`config.mk`:
```
export PLATFORM = sky130hd
export DESIGN_NAME = asrv32_decode_queue
export DESIGN_NICKNAME = d
export VERILOG_FILES = /design/src/rtl/asrv32_decode_queue.sv
export SDC_FILE = /design/constraint.sdc
export NUM_CORES = 1
export LEC_CHECK = 0
export ABC_AREA = 1
export ABC_CLOCK_PERIOD_IN_PS = 4800
export CORE_ASPECT_RATIO = 1.4
export CORE_MARGIN = 2
export CORE_UTILIZATION = 30
export DETAILED_ROUTE_END_ITERATION = 10
export MAX_ROUTING_LAYER = met4
export REMOVE_ABC_BUFFERS = 1
export SLEW_MARGIN = 10
export SYNTH_ARGS = -nofsm -noshare
export SYNTH_HDL_FRONTEND = slang
export SYNTH_SLANG_ARGS = --single-unit
export TNS_END_PERCENT = 100
```
`constraint.sdc`:
```
create_clock -name i_clk -period 4.8 [get_ports i_clk]
set_input_delay 0.72 -clock i_clk [delete_from_list [all_inputs] [get_ports i_clk]]
set_output_delay 0.72 -clock i_clk [all_outputs]
set_load 0.005 [all_outputs]
```
`src/rtl/asrv32_decode_queue.sv`:
```
// asrv32_decode_queue
//   DEPTH-entry instruction FIFO (valid/ready on both sides) feeding a single
//   registered decode slot (the ID/EX register). The FIFO head is decoded
//   combinationally and captured whenever the slot is free.
//   Optional RV32M decode is enabled by defining the macro ASRV32_MEXT_EN.
//
//   One-hot bit maps:
//     o_opcode    : 0 RTYPE, 1 ITYPE, 2 LOAD, 3 STORE, 4 BRANCH, 5 JAL,
//                   6 JALR, 7 LUI, 8 AUIPC, 9 SYSTEM, 10 FENCE
//     o_alu_op    : 0 ADD, 1 SUB, 2 SLL, 3 SLT, 4 SLTU, 5 XOR, 6 SRL,
//                   7 SRA, 8 OR, 9 AND, 10 EQ, 11 NEQ, 12 GE, 13 GEU
//     o_exception : 0 ILLEGAL, 1 ECALL, 2 EBREAK, 3 MRET

`ifndef OPCODE_WIDTH
`define OPCODE_WIDTH 11
`endif
`ifndef ALU_WIDTH
`define ALU_WIDTH 14
`endif
`ifndef EXCEPTION_WIDTH
`define EXCEPTION_WIDTH 4
`endif

module asrv32_decode_queue #(
    parameter int DEPTH = 4,
    parameter int CNT_W = $clog2(DEPTH + 1)
) (
    input  logic                        i_clk,
    input  logic                        i_rst,
    input  logic                        i_valid,
    output logic                        o_ready,
    input  logic [31:0]                 i_inst,
    input  logic [31:0]                 i_pc,
    input  logic                        i_flush,
    output logic                        o_valid,
    input  logic                        i_ready,
    output logic [31:0]                 o_pc,
    output logic [4:0]                  o_rs1_addr,
    output logic [4:0]                  o_rs2_addr,
    output logic [4:0]                  o_rd_addr,
    output logic [31:0]                 o_imm,
    output logic [2:0]                  o_funct3,
    output logic [`OPCODE_WIDTH-1:0]    o_opcode,
    output logic [`ALU_WIDTH-1:0]       o_alu_op,
    output logic [`EXCEPTION_WIDTH-1:0] o_exception,
    output logic                        o_muldiv,
    output logic [CNT_W-1:0]            o_count
);

    localparam int PTR_W = (DEPTH > 1) ? $clog2(DEPTH) : 1;

    localparam int OP_RTYPE  = 0;
    localparam int OP_ITYPE  = 1;
    localparam int OP_LOAD   = 2;
    localparam int OP_STORE  = 3;
    localparam int OP_BRANCH = 4;
    localparam int OP_JAL    = 5;
    localparam int OP_JALR   = 6;
    localparam int OP_LUI    = 7;
    localparam int OP_AUIPC  = 8;
    localparam int OP_SYSTEM = 9;
    localparam int OP_FENCE  = 10;

    localparam logic [3:0] ALU_ADD  = 4'd0;
    localparam logic [3:0] ALU_SUB  = 4'd1;
    localparam logic [3:0] ALU_SLL  = 4'd2;
    localparam logic [3:0] ALU_SLT  = 4'd3;
    localparam logic [3:0] ALU_SLTU = 4'd4;
    localparam logic [3:0] ALU_XOR  = 4'd5;
    localparam logic [3:0] ALU_SRL  = 4'd6;
    localparam logic [3:0] ALU_SRA  = 4'd7;
    localparam logic [3:0] ALU_OR   = 4'd8;
    localparam logic [3:0] ALU_AND  = 4'd9;
    localparam logic [3:0] ALU_EQ   = 4'd10;
    localparam logic [3:0] ALU_NEQ  = 4'd11;
    localparam logic [3:0] ALU_GE   = 4'd12;
    localparam logic [3:0] ALU_GEU  = 4'd13;

    localparam int EXC_ILLEGAL = 0;
    localparam int EXC_ECALL   = 1;
    localparam int EXC_EBREAK  = 2;
    localparam int EXC_MRET    = 3;

`ifdef ASRV32_MEXT_EN
    localparam bit MEXT_EN = 1'b1;
`else
    localparam bit MEXT_EN = 1'b0;
`endif

    // FIFO storage: {pc, inst} per entry
    logic [63:0]      mem [DEPTH];
    logic [PTR_W-1:0] wr_ptr_reg;
    logic [PTR_W-1:0] rd_ptr_reg;
    logic [CNT_W-1:0] count_reg;

    logic        full;
    logic        empty;
    logic        push;
    logic        pop;
    logic        slot_free;
    logic [31:0] head_inst;
    logic [31:0] head_pc;

    assign full      = (count_reg == CNT_W'(DEPTH));
    assign empty     = (count_reg == '0);
    assign o_ready   = !full;
    assign o_count   = count_reg;
    assign slot_free = !o_valid || i_ready;
    assign push      = i_valid && !full;
    assign pop       = slot_free && !empty;
    assign {head_pc, head_inst} = mem[rd_ptr_reg];

    // Entry write; storage needs no reset because occupancy gates every read
    always_ff @(posedge i_clk) begin
        if (!i_rst && !i_flush && push) begin
            mem[wr_ptr_reg] <= {i_pc, i_inst};
        end
    end

    // Pointers and occupancy: reset over flush over push/pop
    always_ff @(posedge i_clk) begin
        if (i_rst || i_flush) begin
            wr_ptr_reg <= '0;
            rd_ptr_reg <= '0;
            count_reg  <= '0;
        end else begin
            if (push) wr_ptr_reg <= wr_ptr_reg + PTR_W'(1);
            if (pop)  rd_ptr_reg <= rd_ptr_reg + PTR_W'(1);
            case ({push, pop})
                2'b10:   count_reg <= count_reg + CNT_W'(1);
                2'b01:   count_reg <= count_reg - CNT_W'(1);
                default: count_reg <= count_reg;
            endcase
        end
    end

    // Decode of the FIFO head
    logic [6:0]                  opc;
    logic [2:0]                  f3;
    logic [6:0]                  f7;
    logic [31:0]                 imm_i, imm_s, imm_b, imm_j, imm_u, imm_z;
    logic [3:0]                  arith_sel;
    logic [3:0]                  alu_sel;
    logic                        alu_none;
    logic [`OPCODE_WIDTH-1:0]    dec_opcode;
    logic [`ALU_WIDTH-1:0]       dec_alu;
    logic [31:0]                 dec_imm;
    logic [`EXCEPTION_WIDTH-1:0] dec_exc;
    logic                        dec_muldiv;

    assign opc   = head_inst[6:0];
    assign f3    = head_inst[14:12];
    assign f7    = head_inst[31:25];
    assign imm_i = {{20{head_inst[31]}}, head_inst[31:20]};
    assign imm_s = {{20{head_inst[31]}}, head_inst[31:25], head_inst[11:7]};
    assign imm_b = {{19{head_inst[31]}}, head_inst[31], head_inst[7],
                    head_inst[30:25], head_inst[11:8], 1'b0};
    assign imm_j = {{11{head_inst[31]}}, head_inst[31], head_inst[19:12],
                    head_inst[20], head_inst[30:21], 1'b0};
    assign imm_u = {head_inst[31:12], 12'b0};
    assign imm_z = {20'b0, head_inst[31:20]};

    // Arithmetic op shared by R and I formats; inst[30] picks SRA over SRL
    always_comb begin
        arith_sel = ALU_ADD;
        case (f3)
            3'b000:  arith_sel = ALU_ADD;
            3'b001:  arith_sel = ALU_SLL;
            3'b010:  arith_sel = ALU_SLT;
            3'b011:  arith_sel = ALU_SLTU;
            3'b100:  arith_sel = ALU_XOR;
            3'b101:  arith_sel = head_inst[30] ? ALU_SRA : ALU_SRL;
            3'b110:  arith_sel = ALU_OR;
            default: arith_sel = ALU_AND;
        endcase
    end

    // Major-opcode decode: type, ALU op, immediate and exception flags
    always_comb begin
        dec_opcode = '0;
        dec_imm    = '0;
        dec_exc    = '0;
        dec_muldiv = 1'b0;
        alu_sel    = ALU_ADD;
        alu_none   = 1'b0;
        case (opc)
            7'b0110011: begin
                dec_opcode[OP_RTYPE] = 1'b1;
                alu_sel = (f3 == 3'b000 && head_inst[30]) ? ALU_SUB : arith_sel;
                if (MEXT_EN && f7 == 7'b0000001) begin
                    dec_muldiv = 1'b1;
                    alu_none   = 1'b1;
                end else if (f7 != 7'b0000000 && f7 != 7'b0100000) begin
                    dec_exc[EXC_ILLEGAL] = 1'b1;
                end
            end
            7'b0010011: begin
                dec_opcode[OP_ITYPE] = 1'b1;
                alu_sel = arith_sel;
                dec_imm = imm_i;
                if ((f3 == 3'b001 || f3 == 3'b101) && head_inst[25])
                    dec_exc[EXC_ILLEGAL] = 1'b1;
            end
            7'b0000011: begin
                dec_opcode[OP_LOAD] = 1'b1;
                dec_imm = imm_i;
            end
            7'b0100011: begin
                dec_opcode[OP_STORE] = 1'b1;
                dec_imm = imm_s;
            end
            7'b1100011: begin
                dec_opcode[OP_BRANCH] = 1'b1;
                dec_imm = imm_b;
                case (f3)
                    3'b000:  alu_sel = ALU_EQ;
                    3'b001:  alu_sel = ALU_NEQ;
                    3'b100:  alu_sel = ALU_SLT;
                    3'b101:  alu_sel = ALU_GE;
                    3'b110:  alu_sel = ALU_SLTU;
                    3'b111:  alu_sel = ALU_GEU;
                    default: alu_sel = ALU_ADD;
                endcase
            end
            7'b1101111: begin
                dec_opcode[OP_JAL] = 1'b1;
                dec_imm = imm_j;
            end
            7'b1100111: begin
                dec_opcode[OP_JALR] = 1'b1;
                dec_imm = imm_i;
            end
            7'b0110111: begin
                dec_opcode[OP_LUI] = 1'b1;
                dec_imm = imm_u;
            end
            7'b0010111: begin
                dec_opcode[OP_AUIPC] = 1'b1;
                dec_imm = imm_u;
            end
            7'b1110011: begin
                dec_opcode[OP_SYSTEM] = 1'b1;
                dec_imm = imm_z;
                if (f3 == 3'b000) begin
                    case (head_inst[21:20])
                        2'b00:   dec_exc[EXC_ECALL]  = 1'b1;
                        2'b01:   dec_exc[EXC_EBREAK] = 1'b1;
                        2'b10:   dec_exc[EXC_MRET]   = 1'b1;
                        default: dec_exc = '0;
                    endcase
                end
            end
            7'b0001111: begin
                dec_opcode[OP_FENCE] = 1'b1;
                dec_imm = imm_z;
            end
            default: begin
                dec_exc[EXC_ILLEGAL] = 1'b1;
            end
        endcase
        dec_alu = alu_none ? '0 : (`ALU_WIDTH'(1) << alu_sel);
    end

    // Output slot: load on free slot; data holds when nothing new arrives
    always_ff @(posedge i_clk) begin
        if (i_rst) begin
            o_valid     <= 1'b0;
            o_pc        <= '0;
            o_rs1_addr  <= '0;
            o_rs2_addr  <= '0;
            o_rd_addr   <= '0;
            o_imm       <= '0;
            o_funct3    <= '0;
            o_opcode    <= '0;
            o_alu_op    <= '0;
            o_exception <= '0;
            o_muldiv    <= 1'b0;
        end else if (i_flush) begin
            o_valid <= 1'b0;
        end else if (slot_free) begin
            o_valid <= !empty;
            if (!empty) begin
                o_pc        <= head_pc;
                o_rs1_addr  <= head_inst[19:15];
                o_rs2_addr  <= head_inst[24:20];
                o_rd_addr   <= head_inst[11:7];
                o_imm       <= dec_imm;
                o_funct3    <= f3;
                o_opcode    <= dec_opcode;
                o_alu_op    <= dec_alu;
                o_exception <= dec_exc;
                o_muldiv    <= dec_muldiv;
            end
        end
    end

endmodule
```
; ---- Yosys cells after proc, flatten, opt, wreduce, memory -nomap -nowiden
; Memory sizes are Yosys's and may differ from the RTL's. A register that Yosys moved wholly into a read port is not among the register bits.
; Cells that the tools add are included.
[totals]
register_bits = 119
mem_bits_rw = 256
input_bits = 69
output_inout_bits = 117
mem_count = 1
[memory_table]
columns = memory, words, width, rd, rd_clocked_by_memory_dff, wr, line_no
row1 = mem, 4, 64, 1, 1, 1, 91  ; logic [63:0] mem [DEPTH];
[classes]
add_sub_neg = 4
eq_ne = 24
shifts = 1
n_mux = 30
bitwise_logic = 2
reduce_logical = 26
[ops]
columns = cell, n
row1 = $pmux W32 S6, 1
row2 = $eq A7 B7 Y1 const B, 4
row3 = $pmux W4 S7, 1
row4 = $pmux W4 S6, 1
row5 = $eq A7 B6 Y1 const B, 3
row6 = $mux W1, 19
row7 = $eq A3 B3 Y1 const B, 5
row8 = $eq A7 B5 Y1 const B, 2
row9 = $shl A1 B4 Y14 const A, 1
row10 = $pmux W4 S3, 1
row11 = $mux W4, 2
row12 = $reduce_or A8 Y1, 1
row13 = $eq A7 B2 Y1 const B, 1
row14 = $eq A7 B4 Y1 const B, 1
row15 = $logic_and A1 B1 Y1, 7
row16 = $ne A7 B6 Y1 const B, 1
row17 = $reduce_bool A7 Y1, 1
row18 = $eq A3 B2 Y1 const B, 2
row19 = $logic_not A3 Y1, 2
row20 = $pmux W3 S2, 1
row21 = $reduce_or A2 Y1, 3
row22 = $logic_not A1 Y1, 5
row23 = $add A2 B1 Y2 const B, 2
row24 = $eq A2 B1 Y1 const B, 2
row25 = 13 further kinds, 18

; ---- Depth between registers and ports, before layout
; Gate-level depths: netlist of the first run.
[logic_depth]
word_depth = 6
ltp_mapped = 16

; ---- Worst setup path before layout of the first run
; Ideal clock, no wire load.
[synth_path]
path_kind = input to register
start = input i_rst
end = memory mem[0][0], enable pin
arrival_ns = 3.971
path_slack_ns = 0.343
cell_stages = 4
cell_sequence = clkbuf_1 > nor2_1 > nand2_1 > nor2_1
[synth_via]
elab_chain_cells = 5
[synth_lines]
columns = element, line_no
row1 = start: declaration, 29  ; input logic i_rst,
row2 = $logic_not A1 Y1, 115  ; if (!i_rst && !i_flush && push) begin
row3 = $logic_and A1 B1 Y1 (2 in a row), 115
row4 = $mux W1, 115
row5 = $mux W1 (implied by the code), 116  ; mem[wr_ptr_reg] <= {i_pc, i_inst};
row6 = end: declaration, 91
; No other way between the ends.

==> metrics.yaml, run 1 <==
global_route:
  use_met2: 0.279
  grt-ovfl-total: 0
  groute.layer.met1.usage: 0.184
  grt_usage: 0.158
  antenna_found_initial: 2
  grt_busiest_layer: "met2"
  grt_max_degree: 112
  grt_pass1_vias: 10256
  grt_first_pass_wirelength_um: 59600
  grt_use_met3: 0.0259
critical_path:
  path_class: "reg2reg"
  cp_max_fo: 76
  cp.arrival_ps: 3830
  cp-end-kind: "register"
  cp.required_ps: 5270
  start_kind: "register"
yosys:
  yosysSeqAreaShare: 0.683
  synth_top_cell_area_share: 0.519
  synth_cells: 1375
  synth.distinct_cells: 38
  netlist_area_mm2: 0.0148
  synth_edf_count: 256
  synthArstFlopShare: 0
  synthFlopType: "edfxtp_1"
  ys_seq_elements: 377
  synthTopCellsByArea: "edfxtp_1 52%, dfxtp_1 16%, o21ai_0 5.9%"
  yosysTopAreaCell: "edfxtp_1"
  yosys_warnings: 0
  synth_area_per_cell_um2: 10.8
cells_and_area:
  regMostFlops: "mem"
  top_regs: "mem: 256 flops, o_imm: 32 flops, o_pc: 32 flops"
  multi_input_area_mm2: 0.00415
  area_growth_pct: 24.9
  drive_above_1_share: 0.0813
  largest_reg_flops: 256
  fin_util: 0.378
  fill_cells: 4725
  fin_nets: 1607
  layout_common_cells: "256 x edfxtp_1, 215 x nand2_1, 213 x nor2_1, 183 x clkdlybuf4s50_1, 173 x o21ai_0"
  final_common_cell: "edfxtp_1"
  regArea_mm2: 0.0101
routing:
  wl_per_cell_um: 17.8
  via_per_inst: 4.71
  first_iter_violations: 598
  ant_nets: 0
  vias: 10362
  wl_um: 39200
  drc_errors: 0
  dr.pass1.iters: 5
clock_network:
  cts-root-buf: "clkbuf_16"
  post_cts_buffers: 0
  cts_max_path_buffers: 3
  worst_skew_pair.late_latency_ps: 540
  cts_buffers: 39
  cts.reportedPaths.clkPinSlew_ps: 60
  htree_levels: 2
  holdBufCountCts: 0
  clock-sinks: 377
  cts.repair.resized: 0
  cts_tree: "done"
floorplanning:
  core_area_mm2: 0.0489
  row_count: 96
  fp.dieArea_mm2: 0.0512
  die_x_um: 192
  io_pins: 186
  die_h_um: 267
  floorplan.initialDensity: 0.303
power:
  power.total_mw: 7.41
  ir_worst_vdd_uv: 339
  p_per_area_mw_per_mm2: 401
  p_leak_nw: 6.55
sta:
  drv_slew: 0
  slew_headroom: 0.220
  setup_viol: 0
  rsz0062_at_grt: "no"
  fin_worst_skew_ps: 17.8
  final_hold_viol_count: 0
  finalCritPeriodShare: 0.700
  timing.fmax_ghz: 0.297
  worst_slew_pin_slew_ps: 1170
  fin_crit_ps: 3360
place:
  portBuffers: 184
  place_hpwl_um: 23700
  gp_congestion: 0.754
min_path:
  hp-class: "reg2reg"
flow_run:
  max_cap_viol_count: 0
outcome:
  status: "complete, no violations"
[stage by stage]
stage | instances | setup WS, ps | hold WS, ps | instance area (um^2) | TNS [ps]
finish | 2201 | 1440 | 464 | 18500 | 0
global route | 2201 | 1100 | 475 | 18500 | 0
floorplan | 1296 | -1560 | 436 | 14400 | -122550
detailed placement | 2128 | 1390 | 454 | 17200 | 0
global placement | 2128 | 1440 | 449 | 17200 | 0
CTS | 2199 | 1410 | 467 | 18500 | 0
[cell type report]
type                            count  share of cell area
Antenna cell                        2            0.000271
Tap cell                          637              0.0431
Inverter                           51              0.0108
Clock inverter                     19             0.00819
Clock buffer                       52              0.0594
Multi-Input combinational cell    868               0.224
Timing Repair Buffer              195               0.107
Sequential cell                   377               0.547
[path summary, 6_finish.rpt]
| check | slack [ps] | startpoint | endpoint | cells after the start |
|---|---|---|---|---|
| max | 1440 | register | o_imm[15] | 12 |
| min | 460 | o_exception[3] | o_exception[3] | 2 |
| max reg2reg | 1440 | register | o_imm[15] | 12 |
| min reg2reg | 460 | o_exception[3] | o_exception[3] | 2 |
[per-layer routing]
layer,vias up,part of all wire
li1,5096,-
met1,4955,0.42
met2,253,0.51
met3,58,0.050
met4,0,0.023
met5,-,0
[cells by family after synthesis]
logic type / after synthesis / synth area share
and+or+nand+nor: 560 / 0.164
DFF: 377 / 0.683
AOI/OAI and AO/OA: 301 / 0.108
buffers and inverters: 130 / 0.0393
adders and majority gates: 6 / 0.00558
other: 1 / 0.000253
[synthesized netlist by cell type (all sizes together) (2+ instances only)]
master    n
o22ai    47
buf      35
nand2   237
clkbuf   44
ha        5
o21ai   174
nand3    83
a32oi     2
edfxtp  256
a21oi    76
inv      50
nor3      4
nor2    228
dfxtp   121
nand4     6
[power by group]
part           internal (mW)  switching, mW
logic                  0.320          0.472
clock network           1.72           1.25
registers               3.58         0.0742
total                   5.62           1.79
[worst max-delay path: stages (launching register included)]
cell,delay (ps)
dfxtp_4,870
inv_4,400
nand2_1,150
nand3_1,70
nand2_1,140
nand2_1,70
nor2_2,420
inv_1,150
nor2_4,180
nand2_2,340
nand3_1,230
nand2_1,70
a21oi_1,130
No activity file was read; power rests on OpenSTA's default activity.
==> run 2: changes to the inputs <==
Settings changed: ABC_CLOCK_PERIOD_IN_PS 4800 to 3060.
Clock period 4.8 ns to 3.06 ns, I/O delays scaled along.
==> run 2 against run 1 <==
Critical path type unchanged. Clock power increased by 58%. Count of clock-buffer cells in the layout fell by 2. Combinational power increased by 64%.
==> metrics.yaml, run 2 (synthesis gave the netlist of run 1 again) <==
outcome:
  status: "complete, no violations"
sta:
  worst_slew_pin_slew_ps: 1170
  slew_headroom: 0.221
  setup_viol: 0
  rsz0062_at_grt: "no"
  fin_worst_skew_ps: 21.0
  fin_crit_ps: 2640
  drv_slew: 0
  finalCritPeriodShare: 0.863
  timing.setup.tns_ps: 0
  timing.fmax_ghz: 0.378
  final_hold_viol_count: 0
critical_path:
  start_kind: "register"
  cp_max_fo: 36
  r2r_slack_ps: 420
  worst-r2r-cell-count: 9
  path_class: "reg2reg"
  r2r_end: "o_imm[1]"
  cp.required_ps: 3500
  cp.arrival_ps: 3080
  cp-end-kind: "register"
  cp-endpoint: "o_imm[1]"
clock_network:
  clock-sinks: 377
  cts_buffers: 39
  cts-root-buf: "clkbuf_16"
  worst_skew_pair.late_latency_ps: 530
  holdBufCountCts: 0
  htree_levels: 2
  cts_tree: "done"
  cts.repair.resized: 0
  post_cts_buffers: 0
  cts.reportedPaths.clkPinSlew_ps: 60
  cts_max_path_buffers: 3
floorplanning:
  core_area_mm2: 0.0489
  floorplan.initialDensity: 0.303
  row_count: 96
  die_h_um: 267
  fp.dieArea_mm2: 0.0512
  io_pins: 186
  die_x_um: 192
cells_and_area:
  largest_reg_flops: 256
  fin_nets: 1618
  fill_cells: 4687
  top_regs: "mem: 256 flops, o_imm: 32 flops, o_pc: 32 flops"
  fin_area_mm2: 0.0186
  fin_util: 0.381
  final_common_cell: "edfxtp_1"
  layout_common_cells: "256 x edfxtp_1, 215 x nand2_1, 213 x nor2_1, 183 x clkdlybuf4s50_1, 173 x o21ai_0"
  regMostFlops: "mem"
  area_growth_pct: 25.9
  drive_above_1_share: 0.0878
routing:
  dr.pass1.iters: 5
  wl_per_cell_um: 17.7
  via_per_inst: 4.75
  ant_nets: 0
  wl_um: 39300
  vias: 10518
  first_iter_violations: 587
  drc_errors: 0
global_route:
  grt_pass1_vias: 10401
  grt-ovfl-total: 0
  grt_usage: 0.157
  antenna_found_initial: 6
  grt_max_degree: 68
  grt_first_pass_wirelength_um: 59400
power:
  p_switching_mw: 2.80
  p_per_area_mw_per_mm2: 628
  p_int_mw: 8.90
  combPwrFrac: 0.111
  seqPwrFrac: 0.488
  p_sw_frac: 0.239
  p_leak_nw: 6.63
  power_frac_clock: 0.400
  ir_worst_vdd_uv: 349
  power.total_mw: 11.7
place:
  dpl-instance-area_mm2: 0.0174
  portBuffers: 184
  place_hpwl_um: 25000
  gp_congestion: 0.760
min_path:
  hp-class: "in2reg"
flow_run:
  max_cap_viol_count: 0
run 2: changes by cell type in the layout (fill, tap and decap cells not counted), moves of 2 or more:
cell / change
clkinv_1: -2
clkinv_4: +3
buf_4: +7
clkbuf_16: -2
clkinvlp_4: -4
bufinv_16: +2
buf_12: +4
diode_2: +4
run 2: how the worst min path moves through the flow:
| stage | start | to | cells after the start |
|---|---|---|---|
| 6_report | i_rst | o_imm[15] | 2 |
| 3_5_place_dp | o_alu_op[1] | o_alu_op[1] | 2 |
| 2_1_floorplan | rd_ptr_reg[1] | register | 2 |
| 3_3_place_gp | o_alu_op[0] | o_alu_op[0] | 2 |
| 4_1_cts | i_rst | o_imm[15] | 2 |
| 5_1_grt | i_rst | o_imm[15] | 2 |
run 2: final cells by class:
type | count | area [um^2] | share of cell area
Antenna cell | 6 | 15.0 | 0.000806
Clock buffer | 50 | 1040 | 0.0557
Clock inverter | 20 | 220 | 0.0118
Inverter | 51 | 199 | 0.0107
Multi-Input combinational cell | 868 | 4150 | 0.223
Sequential cell | 377 | 10100 | 0.543
Tap cell | 637 | 797 | 0.0428
Timing Repair Buffer | 206 | 2100 | 0.113
run 2: per-layer routing:
| layer | share of wire | GRT usage |
|---|---|---|
| met3 | 0.058 | 0.0316 |
| met2 | 0.49 | 0.260 |
| met5 | 0 | - |
| met1 | 0.41 | 0.183 |
| met4 | 0.039 | 0.0715 |
run 2: per-stage QoR:
step | std cells | hold slack, ps | setup WS (ps)
6_report | 2215 | 279 | 418
5_1_grt | 2215 | 270 | 105
4_1_cts | 2209 | 262 | 400
3_5_place_dp | 2139 | 457 | 395
3_3_place_gp | 2139 | 454 | 412
2_1_floorplan | 1296 | 436 | -3040
run 2: power by group through the flow:
stage,registers [mW],clock network [mW],logic [mW]
4_1_cts,5.71,4.81,1.32
3_5_place_dp,5.82,0,1.32
3_3_place_gp,5.82,0,1.29
6_report,5.71,4.68,1.30
5_1_grt,5.73,4.99,1.45
2_1_floorplan,5.84,0,0.571
run 2: critical path, stage by stage (launching register included):
cell and delay, ps:
dfxtp_4 430, inv_4 270, buf_4 410, buf_4 410, nand2_1 90, a32oi_1 500, o21ai_0 180, nand2_1 90
nand2_1 50, a21oi_1 120
==> run 3: changes to the inputs <==
Settings changed: HOLD_SLACK_MARGIN set to 0.03.
==> results of run 3 <==
The final DEF is identical to that of run 2; final timing and power are the same.
